===== src/rtl/alu_arbiter.sv =====
// Round-robin arbiter sharing one ALU between two requesters with registered response slots.
// Optional build macro ALU_ARB_STATS_EN adds saturating grant/conflict counters.
module alu_arbiter #(
  parameter int WIDTH = 32
) (
  input  logic             clk,
  input  logic             reset,
  input  logic             req0_valid,
  input  logic [WIDTH-1:0] req0_a,
  input  logic [WIDTH-1:0] req0_b,
  input  logic [2:0]       req0_op,
  output logic             req0_ready,
  output logic             resp0_valid,
  output logic [WIDTH-1:0] resp0_result,
  input  logic             resp0_ready,
  input  logic             req1_valid,
  input  logic [WIDTH-1:0] req1_a,
  input  logic [WIDTH-1:0] req1_b,
  input  logic [2:0]       req1_op,
  output logic             req1_ready,
  output logic             resp1_valid,
  output logic [WIDTH-1:0] resp1_result,
  input  logic             resp1_ready,
`ifdef ALU_ARB_STATS_EN
  output logic [15:0]      grant_cnt0,
  output logic [15:0]      grant_cnt1,
  output logic [15:0]      conflict_cnt,
`endif
  output logic [WIDTH-1:0] alu_a,
  output logic [WIDTH-1:0] alu_b,
  output logic [2:0]       alu_cont,
  input  logic [WIDTH-1:0] alu_result
);

  logic             elig0_s;
  logic             elig1_s;
  logic             grant0_s;
  logic             grant1_s;
  logic             last_grant_r;
  logic             resp0_valid_r;
  logic             resp1_valid_r;
  logic [WIDTH-1:0] resp0_result_r;
  logic [WIDTH-1:0] resp1_result_r;

  // Eligibility and round-robin grant; a draining slot may accept a new request.
  always_comb begin
    elig0_s  = 1'b0;
    elig1_s  = 1'b0;
    grant0_s = 1'b0;
    grant1_s = 1'b0;
    if (!reset) begin
      elig0_s = req0_valid && (!resp0_valid_r || resp0_ready);
      elig1_s = req1_valid && (!resp1_valid_r || resp1_ready);
    end else begin
      elig0_s = 1'b0;
      elig1_s = 1'b0;
    end
    case ({elig1_s, elig0_s})
      2'b01: grant0_s = 1'b1;
      2'b10: grant1_s = 1'b1;
      2'b11: begin
        if (last_grant_r) begin
          grant0_s = 1'b1;
        end else begin
          grant1_s = 1'b1;
        end
      end
      default: begin
        grant0_s = 1'b0;
        grant1_s = 1'b0;
      end
    endcase
  end

  // ALU operand mux: the granted requester drives the ALU, otherwise all zero.
  always_comb begin
    alu_a    = {WIDTH{1'b0}};
    alu_b    = {WIDTH{1'b0}};
    alu_cont = 3'b000;
    if (grant0_s) begin
      alu_a    = req0_a;
      alu_b    = req0_b;
      alu_cont = req0_op;
    end else if (grant1_s) begin
      alu_a    = req1_a;
      alu_b    = req1_b;
      alu_cont = req1_op;
    end else begin
      alu_a    = {WIDTH{1'b0}};
      alu_b    = {WIDTH{1'b0}};
      alu_cont = 3'b000;
    end
  end

  assign req0_ready   = grant0_s;
  assign req1_ready   = grant1_s;
  assign resp0_valid  = resp0_valid_r;
  assign resp1_valid  = resp1_valid_r;
  assign resp0_result = resp0_result_r;
  assign resp1_result = resp1_result_r;

  // Round-robin pointer; reset value 1 lets requester 0 win the first conflict.
  always_ff @(posedge clk or posedge reset) begin
    if (reset) begin
      last_grant_r <= 1'b1;
    end else if (grant0_s) begin
      last_grant_r <= 1'b0;
    end else if (grant1_s) begin
      last_grant_r <= 1'b1;
    end else begin
      last_grant_r <= last_grant_r;
    end
  end

  // Response slot 0: a new grant overrides a same-cycle drain.
  always_ff @(posedge clk or posedge reset) begin
    if (reset) begin
      resp0_valid_r  <= 1'b0;
      resp0_result_r <= {WIDTH{1'b0}};
    end else if (grant0_s) begin
      resp0_valid_r  <= 1'b1;
      resp0_result_r <= alu_result;
    end else if (resp0_ready) begin
      resp0_valid_r  <= 1'b0;
    end else begin
      resp0_valid_r  <= resp0_valid_r;
    end
  end

  // Response slot 1: same policy as slot 0.
  always_ff @(posedge clk or posedge reset) begin
    if (reset) begin
      resp1_valid_r  <= 1'b0;
      resp1_result_r <= {WIDTH{1'b0}};
    end else if (grant1_s) begin
      resp1_valid_r  <= 1'b1;
      resp1_result_r <= alu_result;
    end else if (resp1_ready) begin
      resp1_valid_r  <= 1'b0;
    end else begin
      resp1_valid_r  <= resp1_valid_r;
    end
  end

`ifdef ALU_ARB_STATS_EN
  logic [15:0] grant_cnt0_r;
  logic [15:0] grant_cnt1_r;
  logic [15:0] conflict_cnt_r;

  function automatic logic [15:0] sat_inc(input logic [15:0] v);
    if (v == 16'hFFFF) begin
      return v;
    end else begin
      return v + 16'd1;
    end
  endfunction

  // Saturating statistics counters.
  always_ff @(posedge clk or posedge reset) begin
    if (reset) begin
      grant_cnt0_r   <= 16'd0;
      grant_cnt1_r   <= 16'd0;
      conflict_cnt_r <= 16'd0;
    end else begin
      if (grant0_s) begin
        grant_cnt0_r <= sat_inc(grant_cnt0_r);
      end else begin
        grant_cnt0_r <= grant_cnt0_r;
      end
      if (grant1_s) begin
        grant_cnt1_r <= sat_inc(grant_cnt1_r);
      end else begin
        grant_cnt1_r <= grant_cnt1_r;
      end
      if (elig0_s && elig1_s) begin
        conflict_cnt_r <= sat_inc(conflict_cnt_r);
      end else begin
        conflict_cnt_r <= conflict_cnt_r;
      end
    end
  end

  assign grant_cnt0   = grant_cnt0_r;
  assign grant_cnt1   = grant_cnt1_r;
  assign conflict_cnt = conflict_cnt_r;
`endif

endmodule

===== config.mk =====
export PLATFORM = sky130hd
export DESIGN_NAME = alu_arbiter
export DESIGN_NICKNAME = d
export VERILOG_FILES = /design/src/rtl/alu_arbiter.sv
export SDC_FILE = /design/constraint.sdc
export NUM_CORES = 1
export LEC_CHECK = 0
export BUFFER_PORTS_ARGS = -buffer_cell sky130_fd_sc_hd__buf_2
export CELL_PAD_IN_SITES_DETAIL_PLACEMENT = 0
export CELL_PAD_IN_SITES_GLOBAL_PLACEMENT = 1
export CORE_ASPECT_RATIO = 1.4
export CORE_MARGIN = 4
export CORE_UTILIZATION = 23
export DETAILED_ROUTE_END_ITERATION = 12
export GPL_TIMING_DRIVEN = 0
export HOLD_SLACK_MARGIN = 0.12
export PLACE_DENSITY_LB_ADDON = 0.1
export RECOVER_POWER = 50
export SLEW_MARGIN = 20
export SYNTH_ARGS = -nofsm -noshare
export SYNTH_HDL_FRONTEND = slang
export SYNTH_SLANG_ARGS = --single-unit
export TNS_END_PERCENT = 10

===== constraint.sdc =====
create_clock -name clk -period 4.4 [get_ports clk]
set_input_delay 0.44 -clock clk [delete_from_list [all_inputs] [get_ports clk]]
set_output_delay 0.44 -clock clk [all_outputs]
set_load 0.1 [all_outputs]

==> metrics.csv, run 1 <==
metric;value;unit
status;finished, violations left;
violations;capacitance limit, slew limit;
grt_pass1_wl;23100;µm
final.setup.worst_slack;1.65;ns
power;4.02;mW
fin_setup_tns;0;ns
syn_to_final_growth;52.1;%
drc;0;
grt_max_degree;46;
cp_num_buf_inv;3;
clock_skew;0.00495;ns
criticalPathCategory;reg -> out;
clk_path_buf_depth;2;
syn-num-nets;558;
cp_max_fo;10;
cp_slowest_stage_delay;0.82;ns
cp_top_family;compound AO/OA/AOI/OAI gates;
fin_cells;908;
holdPathStages;2;
rows;55;
wl_per_cell;16.9;µm
cts.sinks;67;
core;16300;µm²
grt_pass1_vias;4227;
track_usage;15.5;%
ant_nets;0;
timing.max_cap.violations;1;
vdd_drop_max;422;µV
wl_met1;5540;µm
grt_overflow;0;
power.leakage;3.08;nW
die_area;18900;µm²
setup_viol;0;
post_cts_buffers;0;
port_buffers;305;
path_depth;5;
cts_tree;built;
holdWs;0.339;ns
synthTopCellsByArea;dfrtp_1 (43%), o32ai_1 (15%), mux2_2 (9.7%), mux2_1 (9.1%), nand2_1 (6.8%);
start_util;23.6;%
critPathLaunchType;register;
cts-root-buf;clkbuf_16;
htreeDepth;3;
cp-end-kind;output pin;
antenna_found_initial;2;
firstDrtPassIters;6;
postPlaceCellArea;5650;µm²
drt_wl_total;15400;µm
design_area;5850;µm²
drive_above_1_share;45.3;%
finalHoldViolations;0;
cts_hold_buf;0;
timing.final.max_slew_violations;33;
yosys.area.top_type;dfrtp_1;
dp_hpwl;12800;µm
slowest_stage;o211ai_1;
worstSkewPairLatency;0.32;ns
hold_class;in -> reg;
vias;4097;
dieWidth;117;µm
cp.arrival;2.31;ns
fin_util;35.9;%
die_h;161;µm
rsz0062_at_grt;false;
yosys_warnings;0;
routed_via_density;4.51;
fmax;363;MHz
nets;875;
ys_ff_latch;67;
critical_path_required;3.96;ns
r2r_cells;4;
tightest_slew;1.71;ns
finalWeightedCongestion;0.806;
postCtsResizedCells;0;
top_layer;met5;
synth_top_area_share;42.9;%
drtIter0Drc;196;
placed_cells;891;
fin_crit_sh;62.6;%
ios;307;
met3_length;1600;µm
syn_area;3850;µm²
syn_inst;386;
syn_area_per_cell;9.96;µm²
route.met2.wl;7940;µm
power_density;688;nW/µm²
clk_pin_slew;0.05;ns
yosysUniqueCellTypes;19;
max-slew-margin-rel;-14.0;%
dp_slack;1.79;ns
cts-buffers-inserted;9;
yosysSeqAreaShare;43.6;%
cp_cell_sequence;and2b_1 > o211ai_1 > buf_6 > inv_1 > buf_2;
fin_crit;2.75;ns
worst register-to-register path, stage by stage (launching register included):
cell and delay (ns):
dfrtp_1 0.38, and2b_1 0.19, o211ai_1 0.82, buf_6 0.26, mux2_2 0.35
routing by layer:
layer | track usage (%) | vias to the layer above
met1 | 17.3 | 1894
li1 | - | 1976
met3 | 5.21 | 21
met4 | 4.33 | 2
met5 | 0 | -
met2 | 27.4 | 204
Yosys cell counts:
library cell / instances
a21oi_1: 1
a31oi_1: 1
inv_1: 69
o211ai_4: 2
dfrtp_1: 66
and2b_1: 2
o32ai_1: 67
buf_6: 7
nand2_1: 70
clkbuf_1: 15
buf_2: 13
nor2b_2: 1
inv_2: 1
o211ai_2: 2
nand2b_1: 3
mux2_1: 31
mux2_2: 33
dfstp_2: 1
nor2b_4: 1
logic make-up after synthesis:
family          synth area share [%]
buf+inv                         12.0
simple gates                    8.30
compound gates                  17.3
flops                           43.6
mux                             18.7
final timing paths:
kind,start,end,slack [ns]
worst max-delay path,resp1_valid,req0_ready,1.65
worst min-delay path,alu_result[23],resp1_result[23],0.34
worst max register to register,resp1_valid,resp0_result[24],2.28
worst min register to register,resp1_result[7],resp1_result[7],0.48
max in group asynchronous,reset,resp1_result[20],1.82
min in group asynchronous,reset,resp0_result[5],0.59
where the power goes:
group	internal, mW	switching [mW]	leakage (nW)	total (mW)
clock network	0.497	0.260	0.149	0.756
registers	0.790	0.0848	0.786	0.874
logic	0.348	2.04	2.14	2.39
cell type report:
class,count,area (µm²)
fillers,1762,10500
inverters,70,263
well taps,199,249
plain buffers,35,203
diodes,1,2.50
repair buffers,306,1460
clock inverters,6,88.8
multi-input cells,214,1680
clock buffers,10,229
flip-flops and latches,67,1680
layout by cell type (no fill, tap or decap), types with 2 or more instances in the layout:
| cell | synthesis | final |
|---|---|---|
| o211ai_1 | 0 | 2 |
| nand2_1 | 70 | 70 |
| dfrtp_1 | 66 | 66 |
| buf_6 | 7 | 7 |
| inv_1 | 69 | 70 |
| nand2b_1 | 3 | 3 |
| o32ai_1 | 67 | 67 |
| buf_2 | 13 | 261 |
| mux2_1 | 31 | 31 |
| clkbuf_16 | 0 | 9 |
| bufinv_16 | 0 | 2 |
| o211ai_2 | 2 | 2 |
| clkinvlp_4 | 0 | 2 |
| mux2_2 | 33 | 33 |
| clkbuf_1 | 15 | 73 |
| and2b_1 | 2 | 2 |
sequential cells by signal (all words and copies together) (netlist names):
signal,count
resp1_result,32
resp0_result,32
last_grant_r,1
resp0_valid,1
resp1_valid,1
Note: power is estimated with default switching activity, not from simulation.
==> run 2: changes to the inputs <==
==> constraint.sdc (replaced) <==
create_clock -name clk -period 2.8 [get_ports clk]
set_input_delay 0.28 -clock clk [delete_from_list [all_inputs] [get_ports clk]]
set_output_delay 0.28 -clock clk [all_outputs]
set_load 0.1 [all_outputs]
==> metrics.csv, run 2 (synthesis results as in run 1) <==
metric;value;unit
p_sw;3.87;mW
wl_per_cell;17.5;µm
seqCellArea;1680;µm²
die_h;161;µm
design_area;6800;µm²
r2r_slack;1.11;ns
cp_common_cell;buf_2;
drive_above_1_share;54.8;%
holdWs;0.181;ns
grt.busiest_layer;met2;
cts_tree;built;
ios;307;
max-slew-margin-rel;18.6;%
critical_path_required;2.52;ns
cp-end-kind;output pin;
critPathLaunchType;register;
whs_endpoint;resp1_result[25];
r2r_end;resp1_result[13];
fill_cells;1684;
grt_overflow;0;
track_usage;16.1;%
core;16300;µm²
firstDrtPassIters;4;
timing.final.max_slew_violations;0;
fin_crit_sh;96.5;%
path_depth;6;
dieWidth;117;µm
hold_start;alu_result[25];
switching_share;59.5;%
finalHoldViolations;0;
start_util;23.6;%
met3_usage;4.65;%
grt_pass1_vias;4542;
dp_slack;-0.00678;ns
cts-buffers-inserted;9;
r2r_cells;4;
antenna_found_initial;3;
pwr-share-seq;21.3;%
cts.sinks;67;
cts-root-buf;clkbuf_16;
routed_via_density;4.57;
cp_cell_sequence;nand2b_1 > o211ai_2 > buf_6 > buf_2 > o32ai_4 > buf_2;
status;complete, no violations;
vias;4156;
fin_setup_tns;0;ns
hold_class;in -> reg;
p_clk_share;17.1;%
cp.arrival;2.42;ns
fin_crit;2.70;ns
drt_wl_total;15900;µm
dp_hpwl;13300;µm
postPlaceCellArea;6510;µm²
timing.rr.start;last_grant_r;
final_cell_mix;buf_2 (228), clkbuf_1 (78), nand2_1 (70), inv_1 (70), dfrtp_1 (64);
clk_pin_slew;0.05;ns
worstSkewPairLatency;0.32;ns
holdPathStages;2;
power;6.50;mW
cp_slowest_stage_delay;0.54;ns
multi_input_area;2550;µm²
grt_use_met2;30.0;%
rsz0062_at_grt;false;
power.leakage;3.22;nW
intPower;2.64;mW
cp_num_buf_inv;3;
final.setup.worst_slack;0.0994;ns
slowest_stage;dfstp_2;
port_buffers;305;
cp_max_fo;10;
vdd_drop_max;630;µV
grt_max_degree;51;
nets;876;
pwr-share-comb;61.6;%
power_density;956;nW/µm²
finalWeightedCongestion;0.761;
post_cts_buffers;0;
htreeDepth;3;
setup_viol;0;
grtUsageMet1;17.0;%
die_area;18900;µm²
fin_util;41.7;%
postCtsResizedCells;4;
fin_cells;910;
drtIter0Drc;89;
grt_pass1_wl;24100;µm
criticalPathCategory;reg -> out;
fmax;370;MHz
drc;0;
tightest_slew;1.23;ns
clock_skew;0.00379;ns
ant_nets;0;
cp_top_family;buffers and inverters;
cts_hold_buf;0;
rows;55;
clk_path_buf_depth;2;
timing.max_cap.violations;0;
placed_cells;892;
layout_commonest_cell;buf_2;
syn_to_final_growth;76.7;%
[run 2: power groups by stage]
stage / clock, mW / sequential (mW) / combinational (mW)
2_1_floorplan: 0 / 3.35 / 1.44
3_3_place_gp: 0 / 1.38 / 4.07
3_5_place_dp: 0 / 1.39 / 4.10
4_1_cts: 1.14 / 1.38 / 4.11
5_1_grt: 1.19 / 1.43 / 4.14
6_report: 1.11 / 1.39 / 4.01
[run 2: cell type report]
| type | instances | share of cell area (%) |
|---|---|---|
| clock buffer | 13 | 3.83 |
| multi-input combinational | 214 | 37.5 |
| tap | 199 | 3.66 |
| timing repair buffer | 307 | 22.7 |
| antenna | 3 | 0.110 |
| clock inverter | 2 | 0.515 |
| buffer | 35 | 3.13 |
| inverter | 70 | 3.87 |
| sequential | 67 | 24.7 |
[run 2: worst reg2reg max path, delay by kind of cell (launching register included)]
family	cells	cell delay, ns
buffers and inverters	1	0.22
and+or+nand+nor	1	0.11
DFF	1	0.54
muxes	1	0.34
AOI/OAI and AO/OA	1	0.35
[run 2: metal layers]
metal | share of wire [%] | routed length (µm)
met1 | 35 | 5590
met2 | 55 | 8680
met3 | 8.9 | 1420
met4 | 1.2 | 189
met5 | 0 | 0
[run 2: worst max path at each step]
| stage | from | to | slack (ns) |
|---|---|---|---|
| final | last_grant_r | alu_a[13] | 0.1 |
| after global routing | last_grant_r | alu_a[13] | 0.002 |
| after CTS | last_grant_r | alu_a[10] | 0.003 |
| after detailed placement | reset | alu_a[10] | -0.007 |
| after global placement | reset | alu_a[24] | -0.43 |
| after floorplan | resp1_valid | alu_a[0] | -0.15 |
==> run 3: changes to the inputs <==
--- a/config.mk
+++ b/config.mk
@@ -5,6 +5,7 @@
 export SDC_FILE = /design/constraint.sdc
 export NUM_CORES = 1
 export LEC_CHECK = 0
+export ABC_AREA = 1
 export BUFFER_PORTS_ARGS = -buffer_cell sky130_fd_sc_hd__buf_2
 export CELL_PAD_IN_SITES_DETAIL_PLACEMENT = 0
 export CELL_PAD_IN_SITES_GLOBAL_PLACEMENT = 1
@@ -16,8 +17,8 @@
 export HOLD_SLACK_MARGIN = 0.12
 export PLACE_DENSITY_LB_ADDON = 0.1
 export RECOVER_POWER = 50
+export SETUP_SLACK_MARGIN = 0.4
 export SLEW_MARGIN = 20
 export SYNTH_ARGS = -nofsm -noshare
 export SYNTH_HDL_FRONTEND = slang
 export SYNTH_SLANG_ARGS = --single-unit
-export TNS_END_PERCENT = 10
==> metrics.csv, run 3 <==
metric;value;unit
wl_per_cell;16.5;µm
track_usage;18.4;%
drive_above_1_share;43.4;%
ios;307;
grt_overflow;0;
cts-buffers-inserted;9;
criticalPathCategory;in -> out;
drt_wl_total;17300;µm
finalWeightedCongestion;0.877;
vias;4672;
timing.final.max_slew_violations;35;
port_buffers;306;
setup_viol;0;
syn_inst;522;
cp_max_fo;10;
fill_cells;1716;
cp-end-kind;output pin;
synth-simple-area-share;45.9;%
status;finished, violations left;
synth_top_area_share;45.4;%
critPathLaunchType;input port;
timing.max_cap.violations;1;
worstSkewPairLatency;0.33;ns
syn_area;3630;µm²
core;15500;µm²
seqCellArea;1680;µm²
yosysUniqueCellTypes;12;
multi_input_area;1840;µm²
synthAdderAreaFrac;0;%
routed_via_density;4.46;
yosys_warnings;0;
layout_commonest_cell;nand2_1;
tightest_slew;1.59;ns
die_area;17900;µm²
nets;1015;
syn_to_final_growth;68.0;%
cp.arrival;2.00;ns
grt_pass1_vias;4670;
critical_path_required;2.52;ns
ant_nets;0;
finalHoldViolations;0;
synth_ff_type;dfrtp_1;
vdd_drop_max;404;µV
synth-edff-count;0;
drc;0;
drtIter0Drc;196;
synth_common_cells;nand2_1 (303), nand3_1 (100), dfrtp_1 (66);
power.leakage;3.47;nW
syn_area_per_cell;6.96;µm²
ys_async_sr_fraction;100;%
rsz0062_at_grt;true;
power_density;861;nW/µm²
max-slew-margin-rel;-6.68;%
htreeDepth;3;
clk_path_buf_depth;2;
start_util;23.4;%
clk_pin_slew;0.05;ns
grt_pass1_wl;25500;µm
final_cell_mix;nand2_1 (236), buf_2 (197), nand3_1 (100);
synth_xor_area_share;0;%
rows;54;
fin_crit_sh;81.5;%
yosysMostFrequentCell;nand2_1;
synth_mux_area_share;0;%
yosys.area.top_type;dfrtp_1;
yosysSeqAreaShare;46.2;%
cts.sinks;67;
syn-num-nets;694;
firstDrtPassIters;4;
cts_tree;built;
violations;capacitance limit, slew limit;
synth_top_family_by_area;simple AND/OR/NAND/NOR gates;
hold_class;in -> reg;
cts-root-buf;clkbuf_16;
synth-compound-area-share;0.241;%
clock_skew;0.00631;ns
power;5.26;mW
fin_setup_tns;0;ns
dieWidth;114;µm
fin_crit;2.28;ns
fmax;438;MHz
antenna_found_initial;12;
ys_ff_latch;67;
die_h;157;µm
grt_max_degree;35;
synthTopCellsByArea;dfrtp_1 (45%), nand2_1 (31%), nand3_1 (14%), buf_2 (3.7%), buf_6 (3.1%);
dp_hpwl;13900;µm
==> run 3: path summary, 6_finish.rpt <==
| check | from | endpoint | slack, ns | depth (start not counted) |
|---|---|---|---|---|
| max | reset | req0_ready | 0.52 | 8 |
| min | alu_result[26] | resp1_result[26] | 0.16 | 3 |
| max reg2reg | last_grant_r | resp0_result[26] | 1.22 | 5 |
| min reg2reg | resp0_result[19] | resp0_result[19] | 0.47 | 2 |
| max in group asynchronous | reset | resp1_result[5] | 0.92 | 3 |
| min in group asynchronous | reset | last_grant_r | 0.78 | 3 |
==> run 3: cell type report <==
type / instances / area share (%)
sequential: 67 / 27.5
multi-input combinational: 409 / 30.2
clock inverter: 5 / 1.27
antenna: 3 / 0.123
inverter: 9 / 0.881
clock buffer: 11 / 3.81
timing repair inverter: 1 / 0.0820
timing repair buffer: 309 / 28.0
buffer: 37 / 4.12
tap: 196 / 4.02
==> run 3: where the power goes <==
part           switching (mW)  internal [mW]
Clock                   0.407          0.776
Combinational            2.39          0.431
Sequential              0.105           1.15
==> run 3: what timing repair did <==
| item | CTS | global route |
|---|---|---|
| setup endpoints to repair | 69 | 59 |
| hold buffers | 3 | 0 |
| pin swaps | 0 | 0 |
| hold endpoints to repair | 66 | 0 |
| resized for setup | 72 | 18 |
| cloned | 1 | 0 |
| setup buffers | 0 | 0 |
==> run 3: cell families after synthesis <==
family / after synthesis
and+or+nand+nor: 408
DFF: 67
buffers and inverters: 46
AOI/OAI and AO/OA: 1
==> run 3: metal layers <==
layer | global-route usage [%] | vias to the layer above | part of all wire [%]
li1 | - | 2288 | -
met1 | 19.0 | 2104 | 34
met2 | 33.3 | 222 | 51
met3 | 8.05 | 40 | 11
met4 | 6.00 | 18 | 2.1
met5 | 0 | - | 0.76
==> run 3: metrics by stage <==
stage | hold WS [ns] | setup slack [ns] | utilization, % | cell area, µm² | cells
after floorplan | 0.270 | 0.447 | - | 3800 | 522
after global placement | 0.453 | -0.151 | 35.9 | 5580 | 1024
after detailed placement | 0.456 | -0.192 | 35.9 | 5580 | 1024
after CTS | 0.144 | 0.437 | 39.4 | 6120 | 1044
after global routing | 0.155 | 0.347 | 39.3 | 6100 | 1046
final | 0.160 | 0.518 | 39.3 | 6110 | 1047
==> run 3: worst max-delay path, stage by stage <==
cell and delay (ns):
clkbuf_1 0.40, nor2_1 0.15, nand2_1 0.13, clkinv_2 0.22
o21ai_2 0.24, buf_2 0.29, inv_1 0.06, buf_4 0.23
